<file path="config.mk">
export PLATFORM = sky130hd
export DESIGN_NAME = conv_sequencer
export DESIGN_NICKNAME = d
export VERILOG_FILES = /design/src/rtl/conv_seq_pkg.sv /design/src/rtl/conv_seq_collect.sv /design/src/rtl/conv_sequencer.sv
export SDC_FILE = /design/constraint.sdc
export NUM_CORES = 1
export LEC_CHECK = 0
export ABC_CLOCK_PERIOD_IN_PS = 3100
export CORE_UTILIZATION = 44
export CTS_BUF_LIST = sky130_fd_sc_hd__clkbuf_16
export CTS_CLUSTER_DIAMETER = 100
export DETAILED_ROUTE_END_ITERATION = 6
export GPL_TIMING_DRIVEN = 0
export HOLD_SLACK_MARGIN = 0.03
export PLACE_DENSITY = 0.81
export SYNTH_ARGS = -nofsm -noshare
export SYNTH_HDL_FRONTEND = slang
export SYNTH_SLANG_ARGS = --single-unit
</file>
<file path="constraint.sdc">
create_clock -name iCLK -period 3.1 [get_ports iCLK]
set_input_delay 0.62 -clock iCLK [delete_from_list [all_inputs] [get_ports iCLK]]
set_output_delay 0.62 -clock iCLK [all_outputs]
set_load 0.01 [all_outputs]
</file>
<file path="src/rtl/conv_seq_pkg.sv">
// Shared constants, address widths and FSM state type for the convolution sequencer.
package conv_seq_pkg;

  localparam int IMG_W     = 32;
  localparam int K         = 5;
  localparam int NUM_MAPS  = 6;
  localparam int DW        = 8;
  localparam int YW        = 16;
  localparam int DRAIN_MAX = 64;

  localparam int PIX_N   = IMG_W * IMG_W;
  localparam int KK      = K * K;
  localparam int OUT_PIX = (IMG_W - K + 1) * (IMG_W - K + 1);
  localparam int TOTAL   = NUM_MAPS * OUT_PIX;

  localparam int XAW  = $clog2(PIX_N);
  localparam int WAW  = $clog2(NUM_MAPS * KK);
  localparam int YAW  = $clog2(TOTAL);
  localparam int KAW  = $clog2(KK);
  localparam int MAPW = $clog2(NUM_MAPS);
  localparam int TW   = $clog2(DRAIN_MAX + 1);

  typedef enum logic [1:0] {
    IDLE,
    STREAM,
    DRAIN
  } state_t;

endpackage

</file>
<file path="src/rtl/conv_seq_collect.sv">
// Result collector: linear result-buffer writer, drain timer, overflow and timeout detection.
module conv_seq_collect
  import conv_seq_pkg::*;
(
  input  logic           clk,
  input  logic           rst,
  input  logic           start,
  input  logic           busy,
  input  logic           drain,
  input  logic           eng_valid,
  input  logic [YW-1:0]  eng_y,
  output logic           ywe,
  output logic [YAW-1:0] yaddr,
  output logic [YW-1:0]  ydata,
  output logic           done,
  output logic           err
);

  logic [YAW-1:0] cnt;
  logic [TW-1:0]  timer;
  logic           err_q;
  logic           full;
  logic           timeout;

  // Timeout fires on the cycle the idle gap reaches DRAIN_MAX so done and err rise together.
  assign full    = (cnt == YAW'(TOTAL));
  assign timeout = drain && !eng_valid && (timer == TW'(DRAIN_MAX - 1));
  assign done    = drain && (full || timeout);
  assign ywe     = busy && eng_valid && !full;
  assign yaddr   = ywe ? cnt : '0;
  assign ydata   = ywe ? eng_y : '0;
  assign err     = err_q || timeout;

  always_ff @(posedge clk or posedge rst) begin
    if (rst) begin
      cnt   <= '0;
      timer <= '0;
      err_q <= 1'b0;
    end else begin
      if (start)
        cnt <= '0;
      else if (ywe)
        cnt <= cnt + 1'b1;

      if (start)
        err_q <= 1'b0;
      else if ((busy && eng_valid && full) || timeout)
        err_q <= 1'b1;

      if (!drain || eng_valid)
        timer <= '0;
      else
        timer <= timer + 1'b1;
    end
  end

endmodule

</file>
<file path="src/rtl/conv_sequencer.sv">
// Multi-map convolution sequencer: FSM plus issue/align pipeline feeding the engine.
// Optional CONV_SEQ_PERF_EN adds a 32-bit busy-cycle counter on oCycles.
module conv_sequencer
  import conv_seq_pkg::*;
(
  input  logic            iCLK,
  input  logic            iRST,
  input  logic            iStart,
  output logic            oBusy,
  output logic            oDone,
  output logic            oErr,
  output logic [MAPW-1:0] oMap,
  output logic            oXRdEn,
  output logic [XAW-1:0]  oXRdAddr,
  input  logic [DW-1:0]   iXRdData,
  output logic            oWRdEn,
  output logic [WAW-1:0]  oWRdAddr,
  input  logic [DW-1:0]   iWRdData,
  output logic            oEngValid,
  output logic            oEngWren,
  output logic [KAW-1:0]  oEngADDR,
  output logic [DW-1:0]   oEngX,
  output logic [DW-1:0]   oEngW,
  input  logic            iEngValid,
  input  logic [YW-1:0]   iEngY,
  output logic            oYWe,
  output logic [YAW-1:0]  oYAddr,
  output logic [YW-1:0]   oYData
`ifdef CONV_SEQ_PERF_EN
  ,
  output logic [31:0]     oCycles
`endif
);

  state_t          state, state_next;
  logic [XAW-1:0]  pix;
  logic [MAPW-1:0] map;
  logic            last_beat;
  logic            start_ok;
  logic            run_end;
  logic            in_drain;
  logic            eng_valid_q;
  logic            eng_wren_q;
  logic [KAW-1:0]  eng_addr_q;

  assign last_beat = (map == MAPW'(NUM_MAPS - 1)) && (pix == XAW'(PIX_N - 1));
  assign start_ok  = (state == IDLE) && iStart;
  assign in_drain  = (state == DRAIN);

  // NOTE: registers use non-blocking assignments so every flop samples pre-edge values.
  always_ff @(posedge iCLK or posedge iRST) begin
    if (iRST) state <= IDLE;
    else      state <= state_next;
  end

  // NOTE: default assignment first keeps this comb block from inferring a latch.
  always_comb begin
    state_next = state;
    unique case (state)
      IDLE:    if (iStart)    state_next = STREAM;
      STREAM:  if (last_beat) state_next = DRAIN;
      DRAIN:   if (run_end)   state_next = IDLE;
      default:                state_next = IDLE;
    endcase
  end

  always_ff @(posedge iCLK or posedge iRST) begin
    if (iRST) begin
      pix <= '0;
      map <= '0;
    end else if (state == STREAM) begin
      pix <= pix + 1'b1;
      if (pix == XAW'(PIX_N - 1))
        map <= last_beat ? '0 : map + 1'b1;
    end else begin
      pix <= '0;
      map <= '0;
    end
  end

  // Engine controls lag the reads by one cycle to line up with sync-read data.
  always_ff @(posedge iCLK or posedge iRST) begin
    if (iRST) begin
      eng_valid_q <= 1'b0;
      eng_wren_q  <= 1'b0;
      eng_addr_q  <= '0;
    end else begin
      eng_valid_q <= oXRdEn;
      eng_wren_q  <= oWRdEn;
      eng_addr_q  <= oWRdEn ? KAW'(pix) : '0;
    end
  end

  always_comb begin
    oBusy     = (state != IDLE);
    oMap      = map;
    oXRdEn    = (state == STREAM);
    oXRdAddr  = oXRdEn ? pix : '0;
    oWRdEn    = oXRdEn && (pix < XAW'(KK));
    oWRdAddr  = oWRdEn ? (WAW'(map) * WAW'(KK) + WAW'(pix)) : '0;
    oEngValid = eng_valid_q;
    oEngWren  = eng_wren_q;
    oEngADDR  = eng_addr_q;
    oEngX     = eng_valid_q ? iXRdData : '0;
    oEngW     = eng_wren_q ? iWRdData : '0;
  end

  conv_seq_collect u_collect (
    .clk       (iCLK),
    .rst       (iRST),
    .start     (start_ok),
    .busy      (oBusy),
    .drain     (in_drain),
    .eng_valid (iEngValid),
    .eng_y     (iEngY),
    .ywe       (oYWe),
    .yaddr     (oYAddr),
    .ydata     (oYData),
    .done      (run_end),
    .err       (oErr)
  );

  assign oDone = run_end;

`ifdef CONV_SEQ_PERF_EN
  logic [31:0] cycles;

  always_ff @(posedge iCLK or posedge iRST) begin
    if (iRST)          cycles <= '0;
    else if (start_ok) cycles <= '0;
    else if (oBusy)    cycles <= cycles + 1'b1;
  end

  assign oCycles = cycles;
`endif

endmodule

</file>
Word-level counts from Yosys, hierarchy flattened
Cells that the tools add are included.

Input bits: 36. Bits in read-only memories: 0. Flip-flop bits (word level): 43. Memories: 0. Bits in latches: 0. Word-level logic and storage cells: 67. Output and inout port bits: 79. Bits in writable memories: 0.

Bitwise logic cells: 0. Multipliers: 1. Divide/modulo/power cells: 0. $add $sub $neg: 5. Order comparisons: 1. Eq/ne operators: 10. Reductions and logical operators: 21. Shifts and indexed selects: 0. Multiplexer cells: 20.

Operators by type and width (number): $mux 13 (3); $mux 8 (3); $mux 10 (2); $mux 16 (1); $add 13x1->13 const B (1); $eq 13x13->1 const B (1); $add 10x1->10 const B (1); $eq 10x10->1 const B (1); $lt 10x5->1 const B (1); $logic_and 1x1->1 (9); $mux 3 (3); $add 8x8->8 (1); $mul 3x5->8 const B (1); $add 7x1->7 const B (1); $eq 7x6->1 const B (1); $mux 7 (1); $mux 2 (3); $pmux 2 s3 (1); $reduce_bool 2->1 (3); $mux 5 (1); $logic_or 1x1->1 (4); $ne 2x1->1 const B (2); $ne 2x2->1 const B (2); $add 3x1->3 const B (1); 7 further kinds (10).

Longest topological paths before layout
Word-level depth: 7. Mapped depth: 9.

By module
From an unflattened synthesis, not the netlist that was laid out.

Cells, all modules: 310. Area, all modules: 2901.5 µm².

Modules (own cells, without submodules): conv_sequencer (times used 1, area each 1564.0 µm², seq. area each 550.5 µm², cells each 168); conv_seq_collect (times used 1, area each 1337.5 µm², seq. area each 525.5 µm², cells each 142).

Least setup slack after synthesis
Ideal clock, no wire load.

Path type: reg-to-output. Start point: register map[1] (netlist: oMap[1]). End point: output port oWRdAddr[7]. Stages on the path, launching flop included: 9. Data required time: 2.480 ns. Setup slack: 0.273 ns. Arrival: 2.207 ns. Path through: dfrtp_1 -> inv_1 -> ha_1 -> inv_1 -> fa_1 -> ha_1 -> or2_2 -> o22ai_1 -> mux2i_1.

Longest elaborated chain between the ends: 3.

RTL lines: start, declared (line conv_sequencer.sv:37) `logic [MAPW-1:0] map;`; start signal, assigned (line conv_sequencer.sv:74) `map <= last_beat ? '0 : map + 1'b1;`; $mul 3x5->8 (line conv_sequencer.sv:100) `oWRdAddr = oWRdEn ? (WAW'(map) * WAW'(KK) + WAW'(pix)) : '0;`; $add 8x8->8 (line conv_sequencer.sv:100); $mux 8 (line conv_sequencer.sv:100); end, declared (line conv_sequencer.sv:17) `output logic [WAW-1:0] oWRdAddr,`.

No other way between the ends.

Worst setup path after layout
Start point: register state[1]. End point: output port oWRdEn.

Longest elaborated chain between the ends: 2.

RTL lines: start, declared (line conv_sequencer.sv:35) `state_t state, state_next;`; start signal, assigned (line conv_sequencer.sv:53) `else state <= state_next;`; $eq 2x1->1 (line conv_sequencer.sv:97) `oXRdEn = (state == STREAM);`; $logic_and 1x1->1 (line conv_sequencer.sv:99) `oWRdEn = oXRdEn && (pix < XAW'(KK));`; end, declared (line conv_sequencer.sv:16) `output logic oWRdEn,`.

No other way between the ends.

==> flow_metrics.py <==
metrics = {
    "placed_design": {
        "detailed_place_hpwl_mm": 5.549,
        "dp_slack_ns": -0.3488,
        "place.gp.congestion": 0.8668,
        "portBuffers": 114,
    },
    "global_routing": {
        "grt.overflow.total": 0,
        "track_usage_pct": 23.32,
        "grt_max_degree": 44,
        "antenna_found_initial": 0,
        "grt_first_pass_wirelength_mm": 12.05,
        "grt_pass1_vias": 2528,
    },
    "finish": {
        "num-nets-final": 513,
        "final_layout_size_suffix_gt1_share_pct": 16.08,
        "fillers": 466,
        "antenna_cells": 0,
        "syn2layout_area_growth_pct": 60.85,
        "utilization_pct": 73.03,
    },
    "sta": {
        "timing.hold.ws_ns": 0.5012,
        "min_period_over_period_pct": 98.66,
        "fmax_ghz": 0.3270,
        "rsz0062_at_grt": "yes",
        "skew_ns": 0.005149,
        "layout_setup_ws_ns": 0.04168,
        "slew_headroom_pct": 40.64,
        "worst_slew_pin_slew_ns": 0.8892,
        "hold_viol": 0,
        "setup_viol": 0,
        "period_minus_slack_ns": 3.058,
        "slew_viol_final": 0,
    },
    "power_and_ir_drop": {
        "leakage_uw": 0.002295,
        "p_per_area_nw_per_um2": 491.1,
        "ir_drop_uv": 291.2,
    },
    "synthesis": {
        "synth.ff_latch_count": 43,
        "synth.top_cell.area_share_pct": 37.54,
        "ys_top_cells_by_count": "and2_1 (57), dfrtp_1 (43), nor2_1 (33)",
        "yosysSeqAreaShare_pct": 37.54,
        "ys_types": 49,
        "synthCells": 313,
        "postSynth.asyncResetShare_pct": 100.0,
        "yosys-top-cells-area": "dfrtp_1 (38%), and2_1 (12%), ha_1 (9.2%)",
        "synth_nets": 372,
        "ys_dominant_reg_cell": "dfrtp_1",
        "synth_top_area_cell": "dfrtp_1",
        "syn_area_um2": 2866,
        "yosys_warnings": 0,
        "synth_most_common_cell": "and2_1",
        "synth_edf_count": 0,
        "syn_avg_cell_area_um2": 9.158,
    },
    "setup_path": {
        "path_class": "reg -> out",
        "crit_path_cell_trace": "or4b_4 > a311oi_4 > buf_6 > buf_4 > clkdlybuf4s50_1",
        "required_ns": 2.48,
        "worstPathMaxFanout": 7,
        "cp-start-kind": "register",
        "slowest_stage": "or4b_4",
        "critical_path_buf_inv_count": 3,
        "cpPeakStageDelay_ns": 0.56,
        "cp-end-kind": "output port",
        "critPathArrivalTime_ns": 2.44,
        "crit_family": "buffers and inverters",
    },
    "floorplanning": {
        "die_area_um2": 6842,
        "die_h_um": 82.72,
        "die_x_um": 82.72,
        "io_pins": 115,
        "num_rows": 29,
        "core_um2": 6314,
        "start_util_pct": 45.40,
    },
    "min_path": {
        "hold_class": "reg -> reg",
    },
    "cts": {
        "hold_buffers": 0,
        "worstSkewPairLatency_ns": 0.28,
        "cts_root_buffer": "clkbuf_16",
        "clock-sinks": 43,
        "cts_buffers": 5,
        "clockBufferDepth": 2,
        "clk_pin_slew_worst_paths_ns": 0.06,
        "cts_tree": "done",
        "cts_max_level": 2,
    },
    "drt": {
        "first_pass_iters": 4,
        "via_per_inst": 5.177,
        "drc": 0,
        "ant_nets": 0,
        "routed_wirelength_mm": 7.986,
        "initialDrtViolationCount": 167,
        "routedWlPerCell_um": 15.04,
        "vias": 2749,
    },
    "run_status": {
        "status": "complete, no violations",
    },
    "job": {
        "maxCapViolations": 0,
    },
}
## report_power, final
group	internal, µW	switching, µW	total, µW
clock	375	212	587
sequential	650	107	757
combinational	518	403	921
## flip-flops by register name (all words and copies together), names as in the netlist
signal           flops
u_collect.cnt       13
oEngADDR             5
state                2
oEngWren             1
oMap                 3
pix                 10
u_collect.err_q      1
oEngValid            1
u_collect.timer      7
## kinds of logic (layout without fill, tap and decap cells)
| group | count (synthesis) | in the layout | share of synthesized area [%] |
|---|---|---|---|
| flip-flops | 43 | 43 | 37.54 |
| XOR/XNOR | 15 | 15 | 4.583 |
| adder cells (fa/ha/maj) | 23 | 23 | 10.56 |
| buffers and inverters | 29 | 170 | 4.234 |
| multiplexers | 4 | 4 | 1.397 |
| AO/OA/AOI/OAI | 41 | 41 | 10.61 |
| AND/OR/NAND/NOR | 158 | 158 | 31.08 |
## final timing paths
kind | from | endpoint | slack, ns | depth (start not counted)
max | state[1]$_DFFE_PP0P_ | oWRdEn | 0.04 | 5
min | u_collect.cnt[12]$_DFFE_PP0P_ | u_collect.cnt[12]$_DFFE_PP0P_ | 0.50 | 1
max reg2reg | pix[0]$_DFF_PP0_ | oMap[2]$_DFFE_PP0P_ | 1.06 | 5
min reg2reg | u_collect.cnt[12]$_DFFE_PP0P_ | u_collect.cnt[12]$_DFFE_PP0P_ | 0.50 | 1
max in group asynchronous | iRST | oMap[0]$_DFFE_PP0P_ | 1.64 | 2
min in group asynchronous | iRST | oEngValid$_DFF_PP0_ | 0.85 | 2
## per-layer routing
metal	up-vias	track usage, %	routed length, µm
li1	1341	-	-
met1	1318	30.41	3441
met2	79	40.49	4126
met3	11	2.308	283
met4	0	7.241	135
met5	-	0	0
## placed cells by master, fill, tap and decap left out, types with 2 or more instances in the layout
cell type        count
a21oi_1              7
inv_2                4
o21ai_0              8
buf_2                4
dlygate4sd2_1        4
clkdlybuf4s50_1     87
nand2_1             14
o211ai_1             4
inv_1               15
nand2b_1             6
clkbuf_1             3
nor3_1               2
dfrtp_1             37
dfrtp_2              6
ha_4                 6
nand3_1             15
or3_1                6
and4_1               2
ha_1                15
mux2i_1              4
nor2_1              33
fa_2                 2
nand4_1              3
o31ai_1              8
clkbuf_16            5
nor2b_1              2
dlymetal6s2s_1      20
xnor2_1              6
and3_1               3
or4_1                3
xor2_1               9
buf_4               22
and2_1              57
## layout make-up
type | instances | area [µm²] | share of cell area (%)
plain buffers | 8 | 47.55 | 1.031
clock buffers | 5 | 125.1 | 2.714
clock inverters | 2 | 37.54 | 0.8141
inverters | 20 | 77.57 | 1.682
multi-input cells | 241 | 1814 | 39.35
flip-flops and latches | 43 | 1084 | 23.50
well taps | 77 | 96.34 | 2.090
repair buffers | 135 | 1329 | 28.82
## what timing repair did
item                                    4_1_cts  5_1_grt
gates cloned                                  0        0
pin swaps                                     6       10
endpoints found under the setup margin       31       25
resized for setup                            35       40
buffers inserted                             14        7
## metrics by stage
step	cell area, µm²	power [µW]	std cells	TNS (ns)
3_3_place_gp	4104	1582	504	-5.216
5_1_grt	4611	2381	531	-0.01899
2_1_floorplan	2867	1174	313	0
6_report	4611	2264	531	0
4_1_cts	4433	2232	524	-0.02031
3_5_place_dp	4104	1617	504	-5.799
No activity file was read; power rests on OpenSTA's default activity.
